### src/rtl/dtoa_serial_tx_if.sv
// dtoa_serial_tx_if: valid/ready sample stream into the serial DAC transmitter
interface dtoa_serial_tx_if #(parameter int WIDTH = 16);
  logic [WIDTH-1:0] in_data;
  logic in_valid;
  logic in_ready;
  modport master(output in_data, in_valid, input in_ready);
  modport slave(input in_data, in_valid, output in_ready);
endinterface

### src/rtl/dtoa_serial_tx.sv
// dtoa_serial_tx: FIFO-buffered PCM samples shifted MSB-first to a serial DAC
module dtoa_serial_tx #(
  parameter int WIDTH = 16,
  parameter int CLK_DIV = 2,
  parameter int FIFO_DEPTH = 4
) (
  input  logic clk,
  input  logic rst,
  dtoa_serial_tx_if.slave s,
  output logic [$clog2(FIFO_DEPTH):0] fifo_count,
  output logic busy,
  output logic sclk,
  output logic sdata,
  output logic cs_n
);
  localparam int AW = $clog2(FIFO_DEPTH);
  localparam int CW = AW + 1;
  localparam int DW = $clog2(CLK_DIV + 1);
  localparam int BW = $clog2(WIDTH + 1);
  localparam logic [DW-1:0] RELOAD = DW'(CLK_DIV - 1);
  typedef enum logic [2:0] {IDLE, SETUP, HIGH, LOW, DESEL} state_t;
  logic [WIDTH-1:0] mem_q [FIFO_DEPTH];
  logic [WIDTH-1:0] head, sr_q, sr_d;
  logic [AW-1:0] wp_q, wp_d, rp_q, rp_d;
  logic [CW-1:0] cnt_q, cnt_d;
  logic [DW-1:0] div_q, div_d;
  logic [BW-1:0] bit_q, bit_d;
  state_t st_q, st_d;
  logic sclk_q, sclk_d, sdata_q, sdata_d, cs_n_q, cs_n_d;
  logic push, pop, last;
  assign s.in_ready = !rst && cnt_q < CW'(FIFO_DEPTH);
  assign push = s.in_valid && s.in_ready;
  assign pop = st_q == IDLE && cnt_q != '0;
  assign head = mem_q[rp_q];
  assign last = div_q == '0;
  assign fifo_count = cnt_q;
  assign busy = st_q != IDLE;
  assign sclk = sclk_q;
  assign sdata = sdata_q;
  assign cs_n = cs_n_q;
  // FIFO pointers and occupancy; full blocks push even when a pop is pending
  always_comb begin
    wp_d = wp_q + AW'(push);
    rp_d = rp_q + AW'(pop);
    cnt_d = cnt_q + CW'(push) - CW'(pop);
  end
  // Sample storage, no reset needed since occupancy gates every read
  always_ff @(posedge clk)
    if (push) mem_q[wp_q] <= s.in_data;
  // Frame sequencer: each phase lasts CLK_DIV clocks, sdata moves only while sclk is low
  always_comb begin
    st_d = st_q;
    div_d = last ? div_q : div_q - DW'(1);
    sr_d = sr_q;
    bit_d = bit_q;
    sclk_d = sclk_q;
    sdata_d = sdata_q;
    cs_n_d = cs_n_q;
    case (st_q)
      IDLE: if (pop) begin
        st_d = SETUP;
        sr_d = head;
        sdata_d = head[WIDTH-1];
        cs_n_d = 1'b0;
        div_d = RELOAD;
        bit_d = '0;
      end
      SETUP: if (last) begin
        st_d = HIGH;
        sclk_d = 1'b1;
        div_d = RELOAD;
      end
      HIGH: if (last) begin
        st_d = LOW;
        sclk_d = 1'b0;
        div_d = RELOAD;
        bit_d = bit_q + BW'(1);
        sr_d = bit_q != BW'(WIDTH - 1) ? sr_q << 1 : sr_q;
        sdata_d = bit_q != BW'(WIDTH - 1) ? sr_q[WIDTH-2] : sdata_q;
      end
      LOW: if (last) begin
        div_d = RELOAD;
        st_d = bit_q == BW'(WIDTH) ? DESEL : HIGH;
        sclk_d = bit_q != BW'(WIDTH);
        cs_n_d = bit_q == BW'(WIDTH);
        sdata_d = bit_q == BW'(WIDTH) ? 1'b0 : sdata_q;
      end
      DESEL: st_d = last ? IDLE : DESEL;
      default: st_d = IDLE;
    endcase
  end
  // State registers; reset aborts any frame and discards buffered samples
  always_ff @(posedge clk)
    if (rst) begin
      st_q <= IDLE;
      div_q <= '0;
      sr_q <= '0;
      bit_q <= '0;
      sclk_q <= 1'b0;
      sdata_q <= 1'b0;
      cs_n_q <= 1'b1;
      wp_q <= '0;
      rp_q <= '0;
      cnt_q <= '0;
    end else begin
      st_q <= st_d;
      div_q <= div_d;
      sr_q <= sr_d;
      bit_q <= bit_d;
      sclk_q <= sclk_d;
      sdata_q <= sdata_d;
      cs_n_q <= cs_n_d;
      wp_q <= wp_d;
      rp_q <= rp_d;
      cnt_q <= cnt_d;
    end
endmodule

### src/flat_wrapper.sv
// flat-port wrapper written by rule: the top's interface ports become plain ports
module dtoa_serial_tx_flat 
#(
  parameter int WIDTH = 16,
  parameter int CLK_DIV = 2,
  parameter int FIFO_DEPTH = 4
)
  (clk, rst, fifo_count, busy, sclk, sdata, cs_n, s_in_data, s_in_valid, s_in_ready);
  dtoa_serial_tx_if #(.WIDTH(WIDTH)) s_i ();
  input  logic clk;
  input  logic rst;
  output logic [$clog2(FIFO_DEPTH):0] fifo_count;
  output logic busy;
  output logic sclk;
  output logic sdata;
  output logic cs_n;
  input wire logic [$bits(s_i.in_data)-1:0] s_in_data;
  input wire logic [$bits(s_i.in_valid)-1:0] s_in_valid;
  output wire logic [$bits(s_i.in_ready)-1:0] s_in_ready;
  assign s_i.in_data = s_in_data;
  assign s_i.in_valid = s_in_valid;
  assign s_in_ready = s_i.in_ready;
  dtoa_serial_tx #(.WIDTH(WIDTH), .CLK_DIV(CLK_DIV), .FIFO_DEPTH(FIFO_DEPTH)) u_core (.clk(clk), .rst(rst), .s(s_i), .fifo_count(fifo_count), .busy(busy), .sclk(sclk), .sdata(sdata), .cs_n(cs_n));
endmodule
### config.mk
export PLATFORM = sky130hd
export DESIGN_NAME = dtoa_serial_tx_flat
export DESIGN_NICKNAME = d
export VERILOG_FILES = /design/src/rtl/dtoa_serial_tx_if.sv /design/src/rtl/dtoa_serial_tx.sv /design/src/flat_wrapper.sv
export SDC_FILE = /design/constraint.sdc
export NUM_CORES = 1
export LEC_CHECK = 0
export ABC_CLOCK_PERIOD_IN_PS = 2730
export CORE_ASPECT_RATIO = 1.25
export CORE_MARGIN = 5
export CORE_UTILIZATION = 58
export CTS_CLUSTER_SIZE = 20
export DETAILED_ROUTE_END_ITERATION = 12
export MAX_ROUTING_LAYER = met4
export PLACE_DENSITY = 0.79
export SLEW_MARGIN = 25
export SYNTH_ARGS = -nofsm -noshare
export SYNTH_HDL_FRONTEND = slang
export SYNTH_SLANG_ARGS = --single-unit
### constraint.sdc
create_clock -name clk -period 2.73 [get_ports clk]
set_input_delay 0.546 -clock clk [delete_from_list [all_inputs] [get_ports clk]]
set_output_delay 0.546 -clock clk [all_outputs]
set_load 0.03 [all_outputs]
==> reports/results.env <==
DATA_REQUIRED_CRITICAL_PATH_NS=2.18
POWER.DENSITY_CELL_AREA_mW_PER_MM2=955.9
WORSTSETUPPATHTYPE='flop to primary output'
YS.FLOP_TYPE='edfxtp_1'
HPWL_UM=4643
SEQ_AREA_FRAC_SYNTH_PCT=64.93
CTS_HTREE_LEVELS=3
POST_CTS_RESIZED=0
FINAL-SETUP-VIOL-COUNT=0
SYNTHESIS.YOSYS.WARNINGS=0
DIE_HEIGHT_UM=103.3
WORST_SETUP_PATH_END_KIND='primary output'
FLOORPLAN.DIE_AREA_MM2=0.008743
DRT-TOTAL-WL_UM=6958
DIE_X_UM=84.64
CORE.ROWCOUNT=34
CP-START-KIND='flop'
SYNTH_UNIQUE_CELLS=45
CLOCK_SINKS=99
TIMING.CLOCK.SKEW_NS=0.006336
HP-CLASS='flop to flop'
CRITICAL-PATH-SLOWEST-CELL='clkdlybuf4s50_1'
WORST_HOLD_STARTPOINT='u_core.sr_q[14]'
SYNTH.CELLS.MOST_FREQUENT='64 x edfxtp_1, 35 x dfxtp_1, 27 x nor2_1, 16 x mux4_2, 16 x nor3_1'
SYNTHESIS.NETS=299
ASYNC_FLOP_SHARE_PCT=0
YOSYS.CELL_COUNT.TOP_TYPE='edfxtp_1'
CP.ARRIVAL_NS=2.02
PLACE_CONGESTION=0.8175
N_ANTENNA_CELL=0
MAX_CLOCK_FREQ_MHz=389.7
PERIOD_SHARE_PCT=94.00
LAYOUT.NETS=329
POWER.LEAKAGE_uW=0.001560
MULTI_INPUT_AREA_MM2=0.001287
CLOCK_LATENCY_NS=0.35
MAPPEDNETLISTAREA_MM2=0.004039
GRT_SETUP_UNREPAIRED='false'
GRT_PASS1_VIAS=2359
SYNTH.FF_LATCH_COUNT=99
HOLD_VIOL_FINAL=0
IO_PINS=27
GRT_MAX_DEGREE=34
GRT_USE_MET3_PCT=4.120
CRITICAL_PATH.CELL_CHAIN='or2_2 -> nor2_1 -> inv_1 -> clkdlybuf4s50_1'
CRIT_PATH_MAX_FANOUT=9
CLK_ROOT_BUFFER_CELL='clkbuf_8'
WORSTREG2REGEND='u_core.fifo_count[2]'
START_UTIL_PCT=58.61
SYNTH_TO_LAYOUT_AREA_GROWTH_PCT=13.38
SLEW_HEADROOM_PCT=49.51
STARTPOINT_OF_THE_WORST_REGISTER_TO_REGISTER_PATH='u_core.st_q[2]'
WIRE_PER_INST_UM=17.53
DRT_PASS_1_ITERS=5
HOLD_PATH_END='u_core.sr_q[14]'
REGTOREGSETUPSLACK_NS=0.27
SYNTH-EDFF-COUNT=64
REMAINING_ANTENNA_VIOLATION_COUNT_AFTER_ROUTING=0
GRT_ANTENNA_BEFORE_REPAIR=0
GRT_UTIL_MET2_PCT=30.02
VIAS=2347
CRIT_BUF_INV=2
TIMING.HOLD.WORST_PATH_DEPTH=2
CRITPATHMAXSTAGEDELAY_NS=0.61
GR-TOTAL-OVERFLOW=0
BUFFER_PORTS.INSERTED=26
CLKTRANSATPATHREGS_NS=0.09
NUMBER_OF_BUFFERS_CREATED_BY_CTS=9
DR.FIRST_ITER.DRC_COUNT=221
HOLD_BUF_CTS=0
WORST-SLEW-PIN-TRANSITION_NS=0.7515
FILLERINSTANCES=512
CTS_TREE='yes'
CORE_MM2=0.006892
POST-ROUTE-MIN-PERIOD_NS=2.566
TIMING.REG2REG.WORST_PATH_DEPTH=12
GRT_PASS1_WL_UM=11610
ROUTED_VIA_DENSITY=5.912
POSTCTSSETUPBUFFERS=0
BUSIEST_LAYER='met2'
GRT_USE_TOTAL_PCT=17.72
STATUS='complete, no violations'
SYNTH_TOP_CELL_AREA_SHARE_PCT=47.58
TIMING.CRITICAL_PATH.FROM='u_core.st_q[2]'
WHS_NS=0.4940
TIMING_MAX_TRANSITION_VIOLATIONS_FINAL=0
WORST_PATH_DOMINANT_CELL_FAMILY='buffers and inverters'
SYNTH_AREA_PER_CELL_UM2=14.85
SETUP_TOTAL_NEGATIVE_SLACK_NS=0
MAX_CAP_VIOL_COUNT=0
SYNTH_TOP_AREA_CELL='edfxtp_1'
GRT.MET1_USAGE_PCT=21.41
CLOCKBUFFERDEPTH=2
AREA.SEQUENTIAL_MM2=0.002623
WORST_IR_DROP_VDD_uV=569.1
SYNTHCELLS=272
REMAINING_DRCS=0
DRIVE_ABOVE_1_SHARE_PCT=18.24
YS_TOP_CELLS_BY_AREA='edfxtp_1 48%, dfxtp_1 17%, mux4_2 8.9%, a221oi_2 2.6%, nor2_1 2.5%'
how the worst max path moves through the flow:
stage	slack, ns	cells after the start	endpoint
6_report	0.16	4	busy
5_1_grt	0.01	4	busy
4_1_cts	0.16	4	busy
3_5_place_dp	0.27	12	u_core.fifo_count[2]
3_3_place_gp	0.33	12	u_core.fifo_count[2]
2_1_floorplan	0.11	6	u_core.mem_q[1][0]
metal layers:
| layer | up-vias | wire (um) |
|---|---|---|
| met5 | - | 0 |
| met4 | 0 | 102 |
| met3 | 12 | 306 |
| met2 | 61 | 3624 |
| met1 | 1162 | 2925 |
| li1 | 1112 | - |
logic make-up (layout without fill, tap and decap cells):
logic type	after synthesis	count (layout)	share of synthesized area, %
mux	18	18	9.418
buf+inv	28	63	3.438
fa+ha+maj	8	8	2.664
xor+xnor	4	4	0.8676
flops	99	99	64.93
compound gates	40	40	9.015
simple gates	75	75	9.666
stage by stage:
step | worst slack, ns | std cells | total power, uW | utilization, % | cell area [um^2]
floorplan | 0.1101 | 272 | 3190 | - | 4049
global placement | 0.3322 | 381 | 3520 | 63.80 | 4397
detailed placement | 0.2720 | 381 | 3563 | 63.80 | 4397
CTS | 0.1567 | 397 | 4419 | 66.45 | 4579
global route | 0.009520 | 397 | 4662 | 66.45 | 4579
finish | 0.1639 | 397 | 4378 | 66.45 | 4579
registers in the layout, indices dropped and copies added, names as in the netlist:
| signal | cells |
|---|---|
| u_core.mem_q | 64 |
| u_core.sr_q | 15 |
| u_core.bit_q | 5 |
| u_core.fifo_count | 3 |
| u_core.st_q | 3 |
| u_core.div_q | 2 |
| u_core.rp_q | 2 |
| u_core.wp_q | 2 |
| u_core.cs_n | 1 |
| u_core.sclk | 1 |
| u_core.sdata | 1 |
cells in the final DEF, fill, tap and decap left out, types with 3 or more instances in the layout:
master and count:
edfxtp_1 64, dfxtp_1 35, nor2_1 27, clkdlybuf4s50_1 25, mux4_2 16, nor3_1 15, inv_1 11, buf_4 11
a21oi_1 9, clkbuf_8 9, a221oi_1 8, a221oi_2 7, ha_1 7, o21ai_0 6, nand2_1 5, nor2b_1 4
and3_1 3, xnor2_1 3, nand4_1 3, inv_6 3
cell type report:
class | instances | area share (%)
Multi-Input combinational cell | 145 | 28.11
Tap cell | 90 | 2.459
Timing Repair Buffer | 36 | 7.268
Clock buffer | 10 | 2.787
Clock inverter | 6 | 1.202
Sequential cell | 99 | 57.27
Inverter | 11 | 0.9016
tightest hold or removal path, stage by stage (launching register included):
cell and delay (ns):
dfxtp_1 0.31, inv_1 0.08, a211oi_2 0.06
power breakdown:
part	internal [uW]	switching [uW]	leakage, uW
combinational	688	916	0.000598
clock	351	509	0.0000938
sequential	1790	124	0.000868
Note: power is estimated with default switching activity, not from simulation.
